## src/rtl/stopwatch_arbiter_pkg.sv

```systemverilog
// Shared types and constants for the stopwatch arbiter: FSM state encoding
// and the count width of the attached StopTimer.
package stopwatch_arbiter_pkg;

    localparam int SA_CNT_W = 16;

    typedef enum logic [2:0] {
        SA_IDLE   = 3'd0,
        SA_CLEAR  = 3'd1,
        SA_START  = 3'd2,
        SA_RUN    = 3'd3,
        SA_STOP   = 3'd4,
        SA_REPORT = 3'd5
    } sa_state_t;

endpackage

```

## src/rtl/stopwatch_arbiter_rr.sv

```systemverilog
// Combinational round-robin picker: first asserted request at or after the
// pointer, wrapping around, plus a flag saying whether any request is present.
module rr_arbiter
    import stopwatch_arbiter_pkg::*;
#(
    parameter int NUM_REQ = 4
) (
    input  logic [NUM_REQ-1:0]         i_req,
    input  logic [$clog2(NUM_REQ)-1:0] i_ptr,
    output logic [$clog2(NUM_REQ)-1:0] o_winner,
    output logic                       o_any
);

    localparam int IW = $clog2(NUM_REQ);
    localparam logic [IW:0] NUM_W = (IW+1)'(NUM_REQ);

    logic [IW:0] w_idx;

    // Walk from the farthest offset down to the pointer so the closest hit wins.
    always_comb begin
        o_winner = '0;
        o_any    = 1'b0;
        w_idx    = '0;
        for (int i = NUM_REQ - 1; i >= 0; i--) begin
            w_idx = {1'b0, i_ptr} + (IW+1)'(i);
            if (w_idx >= NUM_W) begin
                w_idx = w_idx - NUM_W;
            end
            if (i_req[w_idx[IW-1:0]]) begin
                o_winner = w_idx[IW-1:0];
                o_any    = 1'b1;
            end
        end
    end

endmodule

```

## src/rtl/stopwatch_arbiter.sv

```systemverilog
// Round-robin owner of one shared StopTimer: sequences clear/start/stop pulses
// and returns the captured count. Timeout stop is built in with STOPWATCH_ARBITER_TIMEOUT_EN.
module stopwatch_arbiter
    import stopwatch_arbiter_pkg::*;
#(
    parameter int                  NUM_REQ = 4,
    parameter logic [SA_CNT_W-1:0] TIMEOUT = 16'hFFF0
) (
    input  logic                       clk,
    input  logic                       rst,
    input  logic [NUM_REQ-1:0]         i_req,
    output logic [NUM_REQ-1:0]         o_gnt,
    output logic                       o_tmr_start,
    output logic                       o_tmr_stop,
    output logic                       o_tmr_clear,
    input  logic [SA_CNT_W-1:0]        i_tmr_elapsed,
    output logic                       o_res_valid,
    input  logic                       i_res_ready,
    output logic [$clog2(NUM_REQ)-1:0] o_res_id,
    output logic [SA_CNT_W-1:0]        o_res_count,
    output logic                       o_res_timeout
);

    localparam int IW = $clog2(NUM_REQ);
    localparam logic [IW-1:0] LAST_ID = IW'(NUM_REQ - 1);

    sa_state_t           r_state;
    sa_state_t           w_next_state;
    logic [IW-1:0]       r_owner;
    logic [IW-1:0]       r_ptr;
    logic [NUM_REQ-1:0]  r_gnt;
    logic [NUM_REQ-1:0]  w_gnt_d;
    logic                r_tmr_start, r_tmr_stop, r_tmr_clear;
    logic                w_start_d, w_stop_d, w_clear_d;
    logic                r_res_valid;
    logic [IW-1:0]       r_res_id;
    logic [SA_CNT_W-1:0] r_res_count;
    logic                r_res_timeout;
    logic [IW-1:0]       w_winner;
    logic                w_any;
    logic                w_timeout;
    logic                w_run_exit;

    rr_arbiter #(.NUM_REQ(NUM_REQ)) u_rr (
        .i_req    (i_req),
        .i_ptr    (r_ptr),
        .o_winner (w_winner),
        .o_any    (w_any)
    );

`ifdef STOPWATCH_ARBITER_TIMEOUT_EN
    assign w_timeout = (i_tmr_elapsed >= TIMEOUT);
`else
    logic w_unused_timeout;
    assign w_unused_timeout = ^TIMEOUT;
    assign w_timeout        = 1'b0;
`endif

    assign w_run_exit = !i_req[r_owner] || w_timeout;

    always_ff @(posedge clk or posedge rst) begin
        if (rst) begin
            r_state <= SA_IDLE;
        end else begin
            r_state <= w_next_state;
        end
    end

    // Next state plus the next value of every registered command/grant output.
    always_comb begin
        w_next_state = r_state;
        w_gnt_d      = r_gnt;
        w_start_d    = 1'b0;
        w_stop_d     = 1'b0;
        w_clear_d    = 1'b0;
        case (r_state)
            SA_IDLE: begin
                if (w_any) begin
                    w_next_state      = SA_CLEAR;
                    w_clear_d         = 1'b1;
                    w_gnt_d           = '0;
                    w_gnt_d[w_winner] = 1'b1;
                end
            end
            SA_CLEAR: begin
                w_next_state = SA_START;
                w_start_d    = 1'b1;
            end
            SA_START: w_next_state = SA_RUN;
            SA_RUN: begin
                if (w_run_exit) begin
                    w_next_state = SA_STOP;
                    w_stop_d     = 1'b1;
                    w_gnt_d      = '0;
                end
            end
            SA_STOP: w_next_state = SA_REPORT;
            SA_REPORT: begin
                if (r_res_valid && i_res_ready) begin
                    w_next_state = SA_IDLE;
                end
            end
            default: begin
                w_next_state = SA_IDLE;
                w_gnt_d      = '0;
            end
        endcase
    end

    // The count is sampled during STOP, the cycle the stop pulse freezes the timer.
    always_ff @(posedge clk or posedge rst) begin
        if (rst) begin
            r_gnt         <= '0;
            r_tmr_start   <= 1'b0;
            r_tmr_stop    <= 1'b0;
            r_tmr_clear   <= 1'b0;
            r_owner       <= '0;
            r_ptr         <= '0;
            r_res_valid   <= 1'b0;
            r_res_id      <= '0;
            r_res_count   <= '0;
            r_res_timeout <= 1'b0;
        end else begin
            r_gnt       <= w_gnt_d;
            r_tmr_start <= w_start_d;
            r_tmr_stop  <= w_stop_d;
            r_tmr_clear <= w_clear_d;
            if (r_state == SA_IDLE && w_any) begin
                r_owner       <= w_winner;
                r_res_timeout <= 1'b0;
            end
            if (r_state == SA_RUN && w_run_exit) begin
                r_res_timeout <= w_timeout;
            end
            if (r_state == SA_STOP) begin
                r_res_valid <= 1'b1;
                r_res_id    <= r_owner;
                r_res_count <= i_tmr_elapsed;
            end
            if (r_state == SA_REPORT && r_res_valid && i_res_ready) begin
                r_res_valid <= 1'b0;
                r_ptr       <= (r_owner == LAST_ID) ? '0 : r_owner + IW'(1);
            end
        end
    end

    assign o_gnt         = r_gnt;
    assign o_tmr_start   = r_tmr_start;
    assign o_tmr_stop    = r_tmr_stop;
    assign o_tmr_clear   = r_tmr_clear;
    assign o_res_valid   = r_res_valid;
    assign o_res_id      = r_res_id;
    assign o_res_count   = r_res_count;
    assign o_res_timeout = r_res_timeout;

endmodule

```

## config.mk

```make
export PLATFORM = sky130hd
export DESIGN_NAME = stopwatch_arbiter
export DESIGN_NICKNAME = d
export VERILOG_FILES = /design/src/rtl/stopwatch_arbiter_pkg.sv /design/src/rtl/stopwatch_arbiter_rr.sv /design/src/rtl/stopwatch_arbiter.sv
export SDC_FILE = /design/constraint.sdc
export NUM_CORES = 1
export LEC_CHECK = 0
export ABC_AREA = 0
export CORE_ASPECT_RATIO = 1.25
export CORE_MARGIN = 4
export CORE_UTILIZATION = 42
export CTS_BUF_LIST = sky130_fd_sc_hd__clkbuf_8
export DETAILED_ROUTE_END_ITERATION = 12
export HOLD_SLACK_MARGIN = 0.1
export PLACE_DENSITY = 0.77
export SLEW_MARGIN = 0
export SYNTH_ARGS = -nofsm -noshare
export SYNTH_HDL_FRONTEND = slang
export SYNTH_SLANG_ARGS = --single-unit
```

## constraint.sdc

```tcl
create_clock -name clk -period 1.4 [get_ports clk]
set_input_delay 0.28 -clock clk [delete_from_list [all_inputs] [get_ports clk]]
set_output_delay 0.28 -clock clk [all_outputs]
set_load 0.02 [all_outputs]
```

Word-level counts from Yosys, hierarchy flattened
Index checks and enable logic that the tools add are counted.

word-level totals
  output and inout bits = 27
  word-level logic and storage cells = 94
  register bits = 34
  bits of input ports = 23

cells by class
  add/subtract/negate cells = 8
  equality and inequality tests = 9
  $lt $le $gt $ge = 11
  reductions and logical operators = 13
  bitwise operators = 1
  muxes and demuxes = 41

operators with widths
  cell                 count
  $mux 1               19
  $lt 2x3->1 const B   6
  $mux 2               9
  $pmux 3 s6           1
  $pmux 4 s3           1
  $bmux 1 s2           5
  $ge 3x3->1 const B   3
  $mux 3               3
  $mux 4               2
  $sub 2x1->2 const B  4
  $add 2x2->3 const B  2
  $eq 3x2->1 const B   2
  $eq 3x3->1 const B   2
  $logic_and 1x1->1    6
  $ne 2x2->1 const B   3
  $reduce_and 3->1     2
  $reduce_bool 2->1    2
  $reduce_or 4->1      1
  $add 2x1->3 const B  1
  $eq 3x1->1 const B   1
  $ge 2x3->1 const B   1
  $logic_not 3->1      1
  $add 2x1->2 const B  1
  $demux 1 s2          1
  other kinds (4)      4

Depth between registers and ports, before layout
Gate-level depths: netlist of the first run.

  depth in word-level cells = 15
  gate-level depth with buffers = 5
  depth with buffers taken out = 4

Cells and area by module
From an unflattened synthesis of the first run, not the netlist that was laid out.

second synthesis, totals
  cell total of the unflattened synthesis = 108
  area, all modules = 1471.4 um^2

by module, submodules not included
  module             cells each  area each (um^2)  times used  sequential area each (um^2)
  stopwatch_arbiter  95          1393.8            1           825.8
  rr_arbiter         13          77.6              1           0.0

Worst setup path before layout of the first run
OpenSTA, ideal clock, no wires.

  path kind = register to register
  start = register r_state[0]
  end = register r_res_count[0] (netlist: o_res_count[0])
  data required time = 1.273 ns
  slack = -0.102 ns
  library setup time = 0.127 ns
  clock period less this slack = 1.502 ns
  arrival = 1.374 ns
  buffers on the path = 2
  cell stages (with the launch flop) = 5
  cell sequence = dfrtp_1 buf_2 nor3_4 buf_6 mux2_1

on the way
  word-level cells in the longest chain between the ends = 1

RTL lines
  what                    RTL line                  text
  from (decl)             stopwatch_arbiter.sv:27   sa_state_t r_state;
  from (signal assigned)  stopwatch_arbiter.sv:65   r_state <= w_next_state;
  $eq 3x3->1              stopwatch_arbiter.sv:135  if (r_state == SA_STOP) begin
  to (signal assigned)    stopwatch_arbiter.sv:138  r_res_count <= i_tmr_elapsed;
  to (decl)               stopwatch_arbiter.sv:37   logic [SA_CNT_W-1:0] r_res_count;

Every way passes these cells.
A chain may end at the register's enable or synchronous reset.

Worst setup path in the final report of the first run
  start = register r_state[1]
  end = register r_res_count[2] (netlist: o_res_count[2])

The elaborated chain is that of the path after synthesis.

==> impl_metrics.toml, run 1 <==
[grt]
grt_max_degree = 34
grt_pass1_vias = 1236
grtUsageTotal = 0.160
gr-total-overflow = 0
grt_pass1_wl_um = 5310
antenna_found_initial = 0

[timing]
fin_ws_ps = 22.0
worst_clock_skew_ps = 2.75
report.final.slew_viol_count = 0
hold_viol_final = 0
fin_crit_sh = 0.984
max_freq_ghz = 0.726
finalSetupViolations = 0
layout_min_cycle_time_ps = 1380
rsz0062_at_grt = "yes"

[setup_path]
path_class = "reg2reg"
rr_endpoint = "o_res_count[2]$_DFFE_PP0P_"
arrival_ps = 1540
startpoint = "r_state[1]$_DFFE_PP0P_"
end_kind = "flop"
critical_path.max_stage_delay_ps = 490
critical-path-top-delay-family = "flip-flops"
r2r_slack_ps = 20
worst_ep_required_time_ps = 1560
cp_max_fo = 19
critPathBufInv = 1
reg2reg_from = "r_state[1]$_DFFE_PP0P_"
cpMaxStageDelayCell = "dfrtp_2"
reg2reg_depth = 3
cp.depth = 3
worstSetupEndpoint = "o_res_count[2]$_DFFE_PP0P_"
cp-start-kind = "flop"
path_cells = "nor3_4, buf_12, mux2_1"

[clock_network]
cts_sinks = 33
worstSkewPairLatency_ps = 280
tritoncts = "built"
cts_buffer_depth = 2
cts_root_buffer = "clkbuf_8"
htreeDepth = 2
numCtsBuffers = 5
path_clk_slew_ps = 60
postCtsHoldBufs = 0

[synthesis]
postSynthAreaPerCell_um2 = 14.2
synthesis.area_mm2 = 0.00147
synth_cell_types = 37
syn_inst = 103
syn_nets = 127
yosys.area.top_type = "dfrtp_1"
synthFlopType = "dfrtp_1"
async_flop_share = 1.00
synth_top_area_frac = 0.563
yosysWarningCount = 0
synth_area_leaders = "dfrtp_1 56%, mux2_2 11%, mux2_1 6.9%"
synth_seq_cells = 33
seq_area_frac_synth = 0.563
synth-edff-count = 0

[floorplan]
dieHeight_um = 74.1
ios = 50
initial_core_util = 0.447
coreArea_mm2 = 0.00328
die-area_mm2 = 0.00451
rows = 23
floorplan.die.width_um = 60.9

[routing]
wirelength_um = 3190
met1_length_um = 1210
ant_nets = 0
wl_met3_um = 274
drc = 0
met2_length_um = 1660
vias_per_cell = 5.31
vias = 1099
top_layer_used = "met4"
drt_iter0_drc = 30
routedWlPerCell_um = 15.4
first_pass_iters = 4

[pwr]
total_power_mw = 4.60
vdd.ir_drop.worst_mv = 1.35
p_leak_nw = 1.02
power_density_mw_per_mm2 = 2130

[status]
status = "finished clean"

[layout]
nets = 193
mostFrequentLayoutCell = "dfrtp_1"
fill_cells = 257
multiInputGateArea_um2 = 611
fin_util = 0.658
drive_gt1_frac = 0.288
final_cell_mix = "30 x dfrtp_1, 27 x dlygate4sd2_1, 18 x clkdlybuf4s50_1, 13 x buf_4, 11 x mux2_2"
area_growth_pct = 47.1
diodes = 0
ff_latch_area_um2 = 830

[placed_design]
routabilityCongestion = 0.748
pre_cts_ws_ps = -472
io_buffers = 48
hpwl_um = 2390

[run]
drv_cap = 0

[hold_path]
hold_class = "in2async"
-- state kept, by name (all words and copies together) (netlist names) --
name	cells
o_gnt	4
o_tmr_start	1
r_owner	2
r_ptr	2
o_res_id	2
o_res_valid	1
o_tmr_clear	1
o_res_count	16
r_state	3
o_tmr_stop	1
-- how the worst min path moves through the flow --
stage	startpoint	endpoint	cells after the start
floorplan	rst	o_gnt[0]$_DFFE_PP0P_	1
global placement	o_res_count[0]$_DFFE_PP0P_	o_res_count[0]$_DFFE_PP0P_	1
detailed placement	o_res_count[4]$_DFFE_PP0P_	o_res_count[4]$_DFFE_PP0P_	1
CTS	rst	r_ptr[0]$_DFFE_PP0P_	3
global route	rst	o_res_valid$_DFFE_PP0P_	3
finish	rst	o_gnt[2]$_DFFE_PP0P_	3
-- area by class of cell --
cell class	instances	area share
Clock buffer	5	0.0319
Tap cell	37	0.0214
Sequential cell	33	0.384
Inverter	3	0.00522
Timing Repair Buffer	64	0.269
Clock inverter	3	0.00522
Multi-Input combinational cell	62	0.283
-- synth_stat cells, drive strengths merged, types with 2 or more instances --
| cell | instances |
|---|---|
| nor3 | 2 |
| mux2 | 23 |
| and2 | 2 |
| a21oi | 3 |
| inv | 3 |
| nand2 | 3 |
| a21o | 2 |
| a32o | 4 |
| dfrtp | 33 |
| o22ai | 2 |
| nor4 | 2 |
| buf | 5 |
| a211oi | 3 |
-- worst register-to-register path, stage by stage, from the launching register on --
cell and delay, ps:
dfrtp_2 490, nor3_4 240, buf_12 190, mux2_1 340
-- power breakdown --
group          internal (mW)  total [mW]  switching [mW]  leakage (nW)
Sequential              1.40        1.73           0.331         0.407
Combinational           1.12        2.23            1.11         0.562
Clock                  0.330       0.633           0.303        0.0519
Total                   2.85        4.60            1.75          1.02
-- layer usage --
metal | track usage | up-vias
li1 | - | 513
met1 | 0.176 | 544
met2 | 0.258 | 39
met3 | 0.0747 | 3
met4 | 0.0795 | 0
met5 | 0 | -
-- through the flow --
stage	cells	hold slack, ps	cell area, um2	setup TNS, ps
2_1_floorplan	103	409	1470	-939
3_3_place_gp	196	472	2070	-3320
3_5_place_dp	196	474	2070	-4150
4_1_cts	206	342	2150	0
5_1_grt	207	367	2160	-191
6_report	207	344	2160	0
-- timing repair --
item / CTS / global route
buffers inserted: 2 / 1
pin swaps: 4 / 5
gates resized for setup: 35 / 10
setup endpoints to repair: 52 / 25
-- cell families after synthesis --
logic type	count (synthesis)	synth area share
AND/OR/NAND/NOR	16	0.0878
multiplexers	24	0.183
flip-flops	33	0.563
other	1	0.00256
AO/OA/AOI/OAI	20	0.116
adder cells (fa/ha/maj)	1	0.00852
buffers and inverters	8	0.0392
Power figures use the tool's default switching activity.
==> inputs of run 2 (changes only) <==
--- a/config.mk
+++ b/config.mk
@@ -8,11 +8,11 @@
 export ABC_AREA = 0
 export CORE_ASPECT_RATIO = 1.25
 export CORE_MARGIN = 4
-export CORE_UTILIZATION = 42
-export CTS_BUF_LIST = sky130_fd_sc_hd__clkbuf_8
+export CORE_UTILIZATION = 40
+export CTS_BUF_LIST = sky130_fd_sc_hd__clkbuf_4 sky130_fd_sc_hd__clkbuf_8 sky130_fd_sc_hd__clkbuf_16
 export DETAILED_ROUTE_END_ITERATION = 12
 export HOLD_SLACK_MARGIN = 0.1
-export PLACE_DENSITY = 0.77
+export PLACE_DENSITY = 0.74
 export SLEW_MARGIN = 0
 export SYNTH_ARGS = -nofsm -noshare
 export SYNTH_HDL_FRONTEND = slang
==> impl_metrics.toml, run 2 (synthesis gave the netlist of run 1 again) <==
[routing]
wirelength_um = 3770
drc = 0
ant_nets = 0
first_pass_iters = 4
drt_iter0_drc = 22
vias = 1124
routedWlPerCell_um = 18.0
vias_per_cell = 5.35

[setup_path]
reg2reg_from = "r_state[2]$_DFFE_PP0P_"
reg2reg_depth = 5
cp_max_fo = 9
path_class = "reg2reg"
worstSetupEndpoint = "o_res_id[0]$_DFFE_PP0P_"
cp-start-kind = "flop"
startpoint = "r_state[2]$_DFFE_PP0P_"
end_kind = "flop"
worst_ep_required_time_ps = 1570
rr_endpoint = "o_res_id[0]$_DFFE_PP0P_"
r2r_slack_ps = 8
arrival_ps = 1560

[layout]
mostFrequentLayoutCell = "dlygate4sd2_1"
fill_cells = 267
diodes = 0
drive_gt1_frac = 0.357
final_cell_mix = "30 x dlygate4sd2_1, 29 x dfrtp_1, 18 x clkdlybuf4s50_1, 16 x mux2_4, 12 x buf_4"
fin_util = 0.653
area_growth_pct = 56.4
nets = 195
largest_reg_flops = 16
post-route-cell-area_mm2 = 0.00230

[floorplan]
rows = 24
floorplan.die.width_um = 62.2
dieHeight_um = 75.7
coreArea_mm2 = 0.00351
ios = 50
initial_core_util = 0.418
die-area_mm2 = 0.00471

[clock_network]
tritoncts = "built"
cts_buffer_depth = 2
worstSkewPairLatency_ps = 290
cts_root_buffer = "clkbuf_8"
postCtsHoldBufs = 0
numCtsBuffers = 5
htreeDepth = 2
path_clk_slew_ps = 60
cts_sinks = 33

[grt]
antenna_found_initial = 0
gr-total-overflow = 0
grt_pass1_vias = 1195
grt_pass1_wl_um = 5440
grtUsageTotal = 0.150
grt_max_degree = 29

[placed_design]
routabilityCongestion = 0.833
hpwl_um = 2480
placed_area_mm2 = 0.00206
io_buffers = 48

[timing]
fin_crit_sh = 0.994
finalSetupViolations = 0
max_freq_ghz = 0.718
layout_min_cycle_time_ps = 1390
report.final.slew_viol_count = 0
hold_viol_final = 0
rsz0062_at_grt = "yes"
worst_clock_skew_ps = 4.42

[pwr]
vdd.ir_drop.worst_mv = 1.35
p_leak_nw = 1.07
power_density_mw_per_mm2 = 2170

[status]
status = "finished clean"

[hold_path]
hold_class = "in2async"

[run]
drv_cap = 0
## run 2: changes by cell type in the layout (fill, tap and decap cells not counted), sizes merged
cell	previous run	this run
dlygate4sd2	27	30
inv	6	3
clkbuf	8	9
## run 2: repair_timing
action                                  CTS  global route
endpoints found under the setup margin   36            13
pin swaps                                 5             2
gates resized for setup                  33            22
cloned                                    0             2
setup buffers                             1             5
endpoints found under the hold margin     0             0
## run 2: per-layer routing
layer	vias up	wire (um)	global-route usage
met5	-	0	0
met1	545	1300	0.142
met2	54	2020	0.281
met4	0	65	0.0434
li1	515	-	-
met3	10	386	0.0796
## run 2: through the flow
| stage | power, mW | hold slack (ps) | setup slack (ps) | setup TNS (ps) | std cells |
|---|---|---|---|---|---|
| CTS | 4.67 | 231 | 18.7 | 0 | 203 |
| global route | 5.27 | 246 | -60.5 | -434 | 210 |
| floorplan | 2.98 | 409 | -101 | -939 | 103 |
| finish | 4.97 | 237 | 7.80 | 0 | 210 |
| global placement | 4.02 | 467 | -368 | -3320 | 195 |
| detailed placement | 4.11 | 476 | -447 | -3910 | 195 |
## run 2: report_power, final
group	leakage (nW)	switching [mW]	internal, mW
Combinational	0.621	1.20	1.30
Sequential	0.406	0.332	1.41
Clock	0.0477	0.325	0.409
## run 2: worst min path at each step
stage / startpoint / end / slack, ps / depth (start not counted)
floorplan: rst / o_gnt[0]$_DFFE_PP0P_ / 410 / 1
global placement: o_res_count[2]$_DFFE_PP0P_ / o_res_count[2]$_DFFE_PP0P_ / 470 / 1
detailed placement: o_res_count[1]$_DFFE_PP0P_ / o_res_count[1]$_DFFE_PP0P_ / 480 / 1
CTS: rst / o_res_id[1]$_DFFE_PP0P_ / 230 / 2
global route: rst / o_res_count[3]$_DFFE_PP0P_ / 250 / 2
finish: rst / o_res_id[1]$_DFFE_PP0P_ / 240 / 2
## run 2: layout make-up
class,count,area [um2],area share
Inverter,3,13.8,0.00599
Sequential cell,33,831,0.362
Tap cell,39,48.8,0.0213
Timing Repair Buffer,66,654,0.285
Multi-Input combinational cell,62,658,0.287
Clock buffer,7,90.1,0.0392
## run 2: critical path: stages (launching register included)
cell and delay, ps:
dfrtp_2 420, inv_4 60, nor3_4 180, buf_4 150, clkbuf_16 160, mux2_4 300
==> inputs of run 3 (changes only) <==
--- a/config.mk
+++ b/config.mk
@@ -10,6 +10,7 @@
 export CORE_MARGIN = 4
 export CORE_UTILIZATION = 40
 export CTS_BUF_LIST = sky130_fd_sc_hd__clkbuf_4 sky130_fd_sc_hd__clkbuf_8 sky130_fd_sc_hd__clkbuf_16
+export CTS_CLUSTER_DIAMETER = 80
 export DETAILED_ROUTE_END_ITERATION = 12
 export HOLD_SLACK_MARGIN = 0.1
 export PLACE_DENSITY = 0.74
==> results of run 3 <==
Final layout, timing and power as in run 2 (identical DEF).
